## config.mk

```make
export PLATFORM = sky130hd
export DESIGN_NAME = msg_frame_tx
export DESIGN_NICKNAME = d
export VERILOG_FILES = /design/src/rtl/msg_frame_tx.sv
export SDC_FILE = /design/constraint.sdc
export NUM_CORES = 1
export LEC_CHECK = 0
export CAP_MARGIN = 30
export CORE_ASPECT_RATIO = 1.2
export CORE_MARGIN = 1
export CORE_UTILIZATION = 45
export CTS_CLUSTER_DIAMETER = 150
export CTS_CLUSTER_SIZE = 16
export DETAILED_ROUTE_END_ITERATION = 8
export HOLD_SLACK_MARGIN = 0.02
export MAX_ROUTING_LAYER = met4
export SYNTH_ARGS = -nofsm -noshare
export SYNTH_HDL_FRONTEND = slang
export SYNTH_SLANG_ARGS = --single-unit
```

## constraint.sdc

```tcl
create_clock -name ct_rxclk -period 2.7 [get_ports ct_rxclk]
set_input_delay 0.675 -clock ct_rxclk [delete_from_list [all_inputs] [get_ports ct_rxclk]]
set_output_delay 0.675 -clock ct_rxclk [all_outputs]
set_load 0.01 [all_outputs]
```

## src/rtl/msg_frame_tx.sv

```systemverilog
// Message framer for the 9-bit UART transmitter: START, byte count, payload, END.
// Each symbol is loaded once tx_empty is seen and then waits for the UART to accept it.
module msg_frame_tx #(
  parameter int         DATAMAXBYTES = 10,
  parameter logic [7:0] SP_START     = 8'h7E,
  parameter logic [7:0] SP_END       = 8'h7D,
  parameter int         ACK_TIMEOUT  = 100
) (
  input  logic       ct_rxclk,
  input  logic       reset,
  input  logic       wr_en,
  input  logic [3:0] wr_addr,
  input  logic [7:0] wr_data,
  input  logic       send,
  input  logic [7:0] send_len,
  input  logic       tx_empty,
  output logic [8:0] tx_data,
  output logic       ld_tx_data,
  output logic       tx_enable,
  output logic       busy,
  output logic       done,
  output logic       len_clamped,
  output logic       ack_timeout
);

  localparam logic [2:0] S_IDLE  = 3'd0;
  localparam logic [2:0] S_START = 3'd1;
  localparam logic [2:0] S_BCNT  = 3'd2;
  localparam logic [2:0] S_BODY  = 3'd3;
  localparam logic [2:0] S_END   = 3'd4;

  localparam logic [0:0] P_WAIT_EMPTY  = 1'b0;
  localparam logic [0:0] P_WAIT_ACCEPT = 1'b1;

  localparam int         CW      = $clog2(ACK_TIMEOUT + 1);
  localparam logic [7:0] MAX_LEN = 8'(DATAMAXBYTES);
  localparam logic [4:0] DEPTH   = 5'(DATAMAXBYTES);

  logic [7:0]    pbuf [DATAMAXBYTES];
  logic [2:0]    state;
  logic [0:0]    phase;
  logic [7:0]    len;
  logic [3:0]    idx;
  logic [CW-1:0] acc_cnt;
  logic [8:0]    sym;
  logic          last_byte;
  logic          len_over;
  logic          buf_wr;

  assign len_over  = (send_len > MAX_LEN);
  assign last_byte = ({4'b0000, idx} == (len - 8'd1));
  assign buf_wr    = wr_en && !busy && ({1'b0, wr_addr} < DEPTH);

  // Payload is frozen while a frame is in flight so the body cannot tear.
  always_ff @(posedge ct_rxclk or negedge reset) begin
    if (!reset) begin
      for (int i = 0; i < DATAMAXBYTES; i++) pbuf[i] <= 8'h00;
    end else if (buf_wr) begin
      pbuf[wr_addr] <= wr_data;
    end
  end

  always_comb begin
    sym = 9'h000;
    case (state)
      S_START: sym = {1'b1, SP_START};
      S_BCNT:  sym = {1'b0, len};
      S_BODY:  sym = {1'b0, pbuf[idx]};
      S_END:   sym = {1'b1, SP_END};
      default: sym = 9'h000;
    endcase
  end

  always_ff @(posedge ct_rxclk or negedge reset) begin
    if (!reset) begin
      state       <= S_IDLE;
      phase       <= P_WAIT_EMPTY;
      len         <= 8'h00;
      idx         <= 4'h0;
      acc_cnt     <= '0;
      tx_data     <= 9'h000;
      ld_tx_data  <= 1'b0;
      tx_enable   <= 1'b0;
      busy        <= 1'b0;
      done        <= 1'b0;
      len_clamped <= 1'b0;
      ack_timeout <= 1'b0;
    end else begin
      ld_tx_data <= 1'b0;
      done       <= 1'b0;
      case (state)
        S_IDLE: begin
          if (send) begin
            len         <= len_over ? MAX_LEN : send_len;
            len_clamped <= len_over;
            ack_timeout <= 1'b0;
            busy        <= 1'b1;
            tx_enable   <= 1'b1;
            state       <= S_START;
            phase       <= P_WAIT_EMPTY;
            idx         <= 4'h0;
            acc_cnt     <= '0;
          end
        end
        S_START, S_BCNT, S_BODY, S_END: begin
          if (phase == P_WAIT_EMPTY) begin
            if (tx_empty) begin
              tx_data    <= sym;
              ld_tx_data <= 1'b1;
              phase      <= P_WAIT_ACCEPT;
              acc_cnt    <= '0;
            end
          end else if (!tx_empty) begin
            // UART took the symbol: step to the next one.
            phase <= P_WAIT_EMPTY;
            case (state)
              S_START: state <= S_BCNT;
              S_BCNT: begin
                state <= (len == 8'h00) ? S_END : S_BODY;
                idx   <= 4'h0;
              end
              S_BODY: begin
                if (last_byte) state <= S_END;
                else           idx   <= idx + 4'h1;
              end
              default: begin
                state     <= S_IDLE;
                busy      <= 1'b0;
                tx_enable <= 1'b0;
                done      <= 1'b1;
              end
            endcase
          end else if (acc_cnt == CW'(ACK_TIMEOUT - 1)) begin
            state       <= S_IDLE;
            phase       <= P_WAIT_EMPTY;
            busy        <= 1'b0;
            tx_enable   <= 1'b0;
            ack_timeout <= 1'b1;
          end else begin
            acc_cnt <= acc_cnt + 1'b1;
          end
        end
        default: begin
          state     <= S_IDLE;
          phase     <= P_WAIT_EMPTY;
          busy      <= 1'b0;
          tx_enable <= 1'b0;
        end
      endcase
    end
  end

endmodule

```

==> run_results.csv, run 1 <==
group,metric,value,unit
outcome,outcome,"completed",
layout,area_growth,21.8,%
logic_synthesis,synth.top_cell.area_share,51.2,%
sta,slew_violations,0,
die,io_pins,40,
sta,finClkSkew,0.00600,ns
routing,ant_nets,0,
critical_path,rr_endpoint,"idx[2]",
logic_synthesis,avgSynthCellArea,12.4,um^2
logic_synthesis,yosys_most_used_dff,"dfrtp_1",
pwr,comb_power_share,30.3,%
pwr,fin_total_pwr,7400,uW
sta,grt_setup_unrepaired,"no",
clocking,cts_sinks,117,
routing,drc,0,
sta,post-route-period-util,83.8,%
global_routing,grt_max_degree,50,
clocking,holdBufCountCts,0,
global_routing,track_usage,22.5,%
critical_path,crit_arrival,2.54,ns
place,place.gp.congestion,0.810,
global_routing,grt_pass1_wl,21800,um
critical_path,worstPathMaxFanout,7,
logic_synthesis,synth_seq_cells,117,
routing,wl_per_cell,18.9,um
routing,drt-total-wl,12900,um
clocking,cts_max_level,4,
pwr,power_frac_seq,38.4,%
sta,setup_viol,0,
die,start_util,46.8,%
die,rows,44,
pwr,peakVddDrop,0.570,mV
critical_path,critPathLaunchType,"flip-flop",
critical_path,rrSetupSlack,0.44,ns
clocking,post-cts-setup-buffers,0,
logic_synthesis,syn_area,0.00572,mm^2
clocking,cts_resized,0,
global_routing,grt_pass1_vias,4118,
logic_synthesis,ys_warn_count,0,
sta,slew_headroom,55.9,%
pwr,power_density,1060,mW/mm^2
routing,first_pass_iters,5,
logic_synthesis,async_flop_share,100,%
clocking,cts_tree,"built",
clocking,clkLatencyLatePin,0.41,ns
pwr,p_sw_share,29.5,%
layout,layout.nets,539,
logic_synthesis,synth_nets,490,
routing,routed-via-count,3894,
clocking,clock-root-buffer,"clkbuf_16",
logic_synthesis,synth_edf_count,0,
global_routing,grt_overflow_total,0,
critical_path,critical_path_class,"reg -> reg",
clocking,clkTransAtPathRegs,0.05,ns
logic_synthesis,synth_area_leaders,"dfrtp_1 51%, mux2_2 14%, mux4_2 6.3%",
sta,worst_slew_pin_slew,0.656,ns
layout,drive_above_1_share,27.7,%
sta,setup_tns,0,ns
die,fp.dieArea,0.0132,mm^2
pwr,power_frac_clock,31.3,%
layout,num_antenna_cells,0,
die,core,0.0122,mm^2
flow_run,drv_cap,0,
clocking,cts_inserted_buffers,17,
layout,n_fill_cell,1073,
pwr,p_int,5220,uW
min_path,worstHoldPathType,"in -> async",
sta,timing.hold.ws,0.187,ns
logic_synthesis,yosysSeqAreaShare,51.2,%
clocking,cts.path.max_buffers,2,
routing,drt_iter0_drc,169,
critical_path,reg2reg_from,"len[0]",
logic_synthesis,yosys.cell_types.count,59,
global_routing,antenna_found_initial,0,
die,fp.dieW,105,um
sta,fmax,442,MHz
logic_synthesis,synthCells,462,
critical_path,end_kind,"flip-flop",
routing,routed_via_density,5.69,
pwr,power.net_switching,2180,uW
critical_path,required,2.98,ns
place,dp_hpwl,9170,um
pwr,power_leakage,0.00301,uW
place,io_buffers,39,
critical_path,ff2ff_path_depth,7,
sta,period_needed,2.26,ns
die,die_y,125,um
sta,hold_viol,0,
logic_synthesis,yosysTopAreaCell,"dfrtp_1",
[power by group through the flow]
| stage | combinational, uW | sequential (uW) | clock, uW |
|---|---|---|---|
| floorplan | 1630 | 2710 | 0 |
| global placement | 2200 | 2830 | 0 |
| detailed placement | 2250 | 2850 | 0 |
| CTS | 2270 | 2830 | 2360 |
| global route | 2470 | 2930 | 2450 |
| finish | 2240 | 2840 | 2320 |
[layer usage]
layer / GRT usage, % / routed length (um)
met1: 27.7 / 5720
met2: 36.6 / 6590
met3: 4.74 / 390
met4: 7.79 / 209
met5: - / 0
[per-stage QoR]
stage,util [%],cells,setup WS [ns],area [um^2]
floorplan,-,462,0.698,5720
global placement,51.9,653,0.0625,6340
detailed placement,51.9,653,0.0520,6340
CTS,57.0,684,0.442,6970
global route,57.0,684,0.273,6970
finish,57.0,684,0.436,6970
[registers in the layout, summed over array words and instances, names as in the netlist, 3 cells and up]
name	cells
len	8
tx_data	9
state	3
idx	4
acc_cnt	7
pbuf	80
[cells in the final DEF (no fill, tap or decap), types with 4 or more instances in the layout]
master,count
a21oi_1,8
a22o_1,5
a31oi_1,5
and3_1,6
buf_4,17
clkbuf_16,17
clkbuf_8,5
clkdlybuf4s50_1,38
dfrtp_1,117
inv_1,10
mux2_1,8
mux2_2,73
mux2i_1,16
mux4_2,16
nand2_1,21
nand2b_1,5
nand3_1,8
nor2_1,31
nor2b_1,11
nor3_1,8
o21a_1,5
o21ai_0,6
o21ai_1,5
o21bai_1,4
o221ai_1,6
o22a_1,6
[synth_stat cells, types with 3 or more instances]
| cell | number |
|---|---|
| nor2_1 | 31 |
| or4_1 | 3 |
| a21oi_1 | 8 |
| and3_1 | 6 |
| clkbuf_1 | 7 |
| o31ai_1 | 3 |
| a31oi_1 | 5 |
| nand4_1 | 3 |
| nand2b_1 | 5 |
| buf_1 | 11 |
| nor4_1 | 3 |
| nor3b_1 | 3 |
| o221ai_1 | 6 |
| o21a_1 | 5 |
| o21ai_0 | 6 |
| xnor2_1 | 3 |
| nor2b_1 | 11 |
| o22a_1 | 6 |
| o21bai_1 | 4 |
| buf_2 | 6 |
| mux2_2 | 73 |
| inv_2 | 3 |
| o21ai_1 | 5 |
| nor3_1 | 8 |
| inv_1 | 10 |
| a311o_1 | 3 |
| mux4_2 | 16 |
| dfrtp_1 | 117 |
| mux2i_1 | 16 |
| nand3_1 | 8 |
| a22o_1 | 5 |
| nand2_1 | 21 |
| mux2_1 | 8 |
| ha_1 | 3 |
[worst max-delay path, stage by stage, from the launching register on]
cell and delay [ns]:
dfrtp_1 0.46, inv_1 0.12, ha_1 0.32, xnor2_1 0.13
a2111oi_2 0.33, o21ai_2 0.19, o211a_1 0.25, a311o_1 0.34
[area by class of cell]
class,count,area [um^2],area share (%)
clock inverters,7,119,1.71
inverters,13,48.8,0.701
repair buffers,57,548,7.87
flip-flops and latches,117,2930,42.0
multi-input cells,305,2620,37.6
clock buffers,24,502,7.20
well taps,161,201,2.89
[cells by family (layout without fill, tap and decap cells)]
| family | count (synthesis) | count (layout) | synth area share (%) |
|---|---|---|---|
| AOI/OAI and AO/OA | 71 | 71 | 9.23 |
| xor gates and xnor gates | 4 | 4 | 0.613 |
| adders and majority gates | 3 | 3 | 0.656 |
| buffers and inverters | 40 | 101 | 3.02 |
| DFF | 117 | 117 | 51.2 |
| muxes | 113 | 113 | 25.0 |
| and+or+nand+nor | 114 | 114 | 10.2 |
[how the worst max path moves through the flow]
stage | startpoint | to | cells after the start | slack, ns
2_1_floorplan | len[0] | idx[2] | 7 | 0.70
3_3_place_gp | wr_en | pbuf[50] | 5 | 0.06
3_5_place_dp | wr_en | pbuf[52] | 5 | 0.05
4_1_cts | len[0] | idx[2] | 7 | 0.44
5_1_grt | len[0] | idx[2] | 7 | 0.27
6_report | len[0] | idx[2] | 7 | 0.44
(Power assumes the default switching activity.)
==> run 2, diff against run 1 <==
Settings changed: PLACE_DENSITY set to 0.66.
Clock period 2.7 ns to 2 ns, I/O delays scaled along.
==> run_results.csv, run 2 (same netlist as run 1, synthesis figures left out) <==
group,metric,value,unit
routing,ant_nets,0,
sta,setup_viol,0,
global_routing,antenna_found_initial,0,
layout,drive_above_1_share,36.5,%
routing,drt_iter0_drc,142,
sta,setup_tns,0,ns
critical_path,crit_arrival,2.27,ns
pwr,peakVddDrop,0.555,mV
sta,fmax,506,MHz
clocking,clock-root-buffer,"clkbuf_16",
layout,utilization,60.5,%
layout,reg.largest.list,"pbuf x80, tx_data x9, len x8",
clocking,cts_sinks,117,
min_path,worstHoldPathType,"in -> async",
pwr,power_frac_seq,37.4,%
pwr,power_density,1360,mW/mm^2
layout,final_cells,736,
clocking,cts_max_level,4,
sta,period_needed,1.98,ns
place,dp_hpwl,9670,um
die,fp.dieW,105,um
global_routing,grt_overflow_total,0,
clocking,clkTransAtPathRegs,0.05,ns
clocking,clkLatencyLatePin,0.42,ns
layout,layout_common_cells,"115 x dfrtp_1, 73 x mux2_2, 67 x buf_4",
die,core,0.0122,mm^2
critical_path,worstPathMaxFanout,7,
pwr,comb_power_share,33.9,%
sta,slew_headroom,67.0,%
sta,slew_violations,0,
critical_path,critical_path_class,"reg -> reg",
place,dp_cells,699,
routing,routed_via_density,5.61,
clocking,cts_tree,"built",
outcome,outcome,"completed",
pwr,power_frac_clock,28.7,%
die,start_util,46.8,%
critical_path,rrSetupSlack,0.02,ns
place,io_buffers,39,
die,fp.dieArea,0.0132,mm^2
layout,num_antenna_cells,0,
critical_path,end_kind,"flip-flop",
routing,drc,0,
critical_path,reg2reg_from,"len[0]",
sta,worst_slew_pin_slew,0.495,ns
flow_run,drv_cap,0,
critical_path,crit_start,"len[0]",
place,place_worst_setup_slack,-0.204,ns
layout,largest_reg_flops,80,
layout,final_common_cell,"dfrtp_1",
layout,area_growth,29.2,%
pwr,power.net_switching,3150,uW
layout,largest-register,"pbuf",
routing,routed-via-count,4130,
die,rows,44,
critical_path,required,2.30,ns
layout,layout.nets,590,
routing,drt-total-wl,13500,um
global_routing,track_usage,22.9,%
sta,layout_setup_ws,0.0241,ns
critical_path,critPathLaunchType,"flip-flop",
routing,first_pass_iters,4,
global_routing,grt_pass1_wl,21900,um
pwr,p_int,6910,uW
clocking,cts_inserted_buffers,17,
clocking,cts.path.max_buffers,2,
routing,wl_per_cell,18.4,um
die,io_pins,40,
pwr,power_leakage,0.00324,uW
sta,post-route-period-util,98.8,%
layout,n_fill_cell,1022,
sta,hold_viol,0,
layout,final_area,0.00739,mm^2
global_routing,grt_pass1_vias,4344,
place,postPlaceCellArea,0.00670,mm^2
place,place.gp.congestion,0.870,
global_routing,grt_max_degree,42,
sta,finClkSkew,0.00501,ns
die,die_y,125,um
pwr,p_sw_share,31.3,%
run 2: cell types whose count changed in the layout (fill, tap and decap cells not counted), moves of 3 or more:
cell	delta
buf_4	+50
clkbuf_8	-4
clkinv_4	+3
clkinvlp_4	+3
run 2: what timing repair did:
item,in CTS,in global routing
cloned,0,0
endpoints found under the setup margin,2,13
pin swaps,1,6
hold buffers,0,0
resized for setup,1,13
buffers inserted,0,5
run 2: power by group through the flow:
| stage | sequential [uW] | clock (uW) | combinational (uW) |
|---|---|---|---|
| 3_3_place_gp | 3730 | 0 | 3200 |
| 2_1_floorplan | 3650 | 0 | 2200 |
| 3_5_place_dp | 3790 | 0 | 3290 |
| 6_report | 3770 | 2890 | 3410 |
| 4_1_cts | 3760 | 2950 | 3300 |
| 5_1_grt | 3870 | 3050 | 3700 |
run 2: path summary, 6_finish.rpt:
check                      depth (start not counted)          to
setup reg to reg                                   7      idx[2]
hold / removal                                     1  acc_cnt[4]
hold reg to reg                                    1    pbuf[19]
max in group asynchronous                          2    pbuf[75]
setup / recovery                                   7      idx[2]
min in group ct_rxclk                              1    pbuf[19]
run 2: metrics by stage:
step	total power (uW)	hold WS (ns)
final	10100	0.0451
after global routing	10600	0.0794
after CTS	10000	0.0565
after detailed placement	7090	0.483
after global placement	6930	0.470
after floorplan	5850	0.204
run 2: layout make-up:
type	count	area, um^2	area share, %
tap	161	201	2.73
clock inverter	14	130	1.76
inverter	13	48.8	0.660
multi-input combinational	305	2700	36.5
timing repair buffer	108	943	12.8
clock buffer	18	439	5.94
sequential	117	2930	39.7
run 2: layer usage:
layer	part of all wire, %	vias up	GRT usage [%]	wire [um]
met3	3.0	35	5.94	403
met1	43	2084	25.8	5750
met2	51	98	37.5	6890
met5	0	-	-	0
met4	3.4	0	11.8	465
li1	-	1913	-	-
run 2: critical path, cell delays in order, from the launching register on:
cell	delay (ns)
dfrtp_1	0.38
inv_1	0.12
ha_4	0.22
xnor2_2	0.14
a2111oi_4	0.34
o21ai_4	0.15
o211a_1	0.24
a311o_1	0.26
==> run 3, diff against run 2 <==
Settings changed: TNS_END_PERCENT set to 50.
==> run_results.csv, run 3 (same netlist as run 1, synthesis figures left out) <==
group,metric,value,unit
clocking,clkTransAtPathRegs,0.05,ns
critical_path,rr_endpoint,"idx[3]",
pwr,power_density,1370,mW/mm^2
clocking,clock-root-buffer,"clkbuf_16",
die,fp.dieW,105,um
clocking,cts_sinks,117,
layout,largest_reg_flops,80,
routing,routed-via-count,4091,
critical_path,end_kind,"flip-flop",
clocking,clkLatencyLatePin,0.42,ns
die,rows,44,
routing,drt-total-wl,13500,um
min_path,worstHoldPathType,"in -> async",
global_routing,antenna_found_initial,0,
place,place_worst_setup_slack,-0.204,ns
routing,routed_via_density,5.57,
global_routing,grt_overflow_total,0,
sta,worst_slew_pin_slew,0.498,ns
clocking,cts.path.max_buffers,2,
layout,layout.nets,589,
clocking,cts_max_level,4,
pwr,power_leakage,0.00323,uW
routing,first_pass_iters,6,
sta,fmax,508,MHz
global_routing,track_usage,22.9,%
layout,utilization,60.2,%
routing,wl_per_cell,18.4,um
place,io_buffers,39,
global_routing,grt_pass1_vias,4344,
routing,drt_iter0_drc,133,
global_routing,grt_max_degree,42,
clocking,cts_inserted_buffers,17,
layout,reg.largest.list,"pbuf x80, tx_data x9, len x8",
sta,layout_setup_ws,0.0320,ns
sta,grt_setup_unrepaired,"yes",
critical_path,worstPathMaxFanout,7,
die,fp.dieArea,0.0132,mm^2
layout,num_antenna_cells,0,
place,dp_hpwl,9670,um
layout,final_common_cell,"dfrtp_1",
sta,finClkSkew,0.00574,ns
critical_path,crit_start,"len[0]",
critical_path,rrSetupSlack,0.03,ns
layout,largest-register,"pbuf",
die,core,0.0122,mm^2
sta,period_needed,1.97,ns
place,dp_cells,699,
outcome,outcome,"completed",
global_routing,grt_pass1_wl,21900,um
critical_path,critical_path_class,"reg -> reg",
layout,drive_above_1_share,36.1,%
layout,final_cells,735,
sta,post-route-period-util,98.4,%
die,die_y,125,um
place,place.gp.congestion,0.870,
layout,n_fill_cell,1027,
pwr,fin_total_pwr,10000,uW
die,io_pins,40,
critical_path,required,2.30,ns
critical_path,reg2reg_from,"len[0]",
die,start_util,46.8,%
sta,hold_viol,0,
routing,drc,0,
layout,layout_common_cells,"115 x dfrtp_1, 73 x mux2_2, 66 x buf_4",
pwr,peakVddDrop,0.554,mV
sta,slew_headroom,66.8,%
clocking,cts_tree,"built",
sta,slew_violations,0,
layout,area_growth,28.7,%
sta,setup_viol,0,
flow_run,drv_cap,0,
critical_path,crit_arrival,2.27,ns
critical_path,ff2ff_path_depth,7,
critical_path,critPathLaunchType,"flip-flop",
sta,timing.hold.ws,0.0466,ns
routing,ant_nets,0,
run 3: power by group:
group / switching, uW / internal, uW
Sequential: 521 / 3250
Clock: 1150 / 1740
Combinational: 1480 / 1910
Total: 3150 / 6900
run 3: worst max-delay path by stage:
stage	cells past startpoint	slack (ns)	end
2_1_floorplan	7	0.07	idx[2]
3_3_place_gp	7	-0.13	pbuf[19]
3_5_place_dp	7	-0.20	pbuf[22]
4_1_cts	7	0.0006	idx[2]
5_1_grt	7	-0.03	idx[3]
6_report	7	0.03	idx[3]
run 3: timing repair:
action,in CTS,in global routing
hold buffers,0,0
gates resized for setup,1,9
pin swaps,1,4
setup endpoints to repair,2,13
setup buffers,0,4
run 3: layout make-up:
cell class,instances,area (um^2),area share [%]
Tap cell,161,201,2.74
Clock buffer,18,439,5.97
Inverter,13,48.8,0.663
Clock inverter,14,130,1.77
Timing Repair Buffer,107,936,12.7
Multi-Input combinational cell,305,2670,36.3
Sequential cell,117,2930,39.8
run 3: per-layer routing:
metal | GRT usage, % | wire, um | up-vias
met5 | - | 0 | -
met4 | 11.8 | 423 | 0
met3 | 5.94 | 428 | 33
met2 | 37.5 | 6910 | 92
met1 | 25.8 | 5740 | 2056
li1 | - | - | 1910
run 3: metrics by stage:
stage	setup TNS, ns	area, um^2
4_1_cts	0	7270
3_5_place_dp	-6.15	6700
3_3_place_gp	-2.51	6700
6_report	0	7360
5_1_grt	-0.0706	7360
2_1_floorplan	0	5720
run 3: worst max-delay path, stage by stage (launching register included):
cell and delay [ns]:
dfrtp_1 0.38, inv_1 0.12, ha_4 0.22, xnor2_2 0.14, a2111oi_4 0.29, o21ai_2 0.17, o21a_1 0.21, a311o_1 0.31
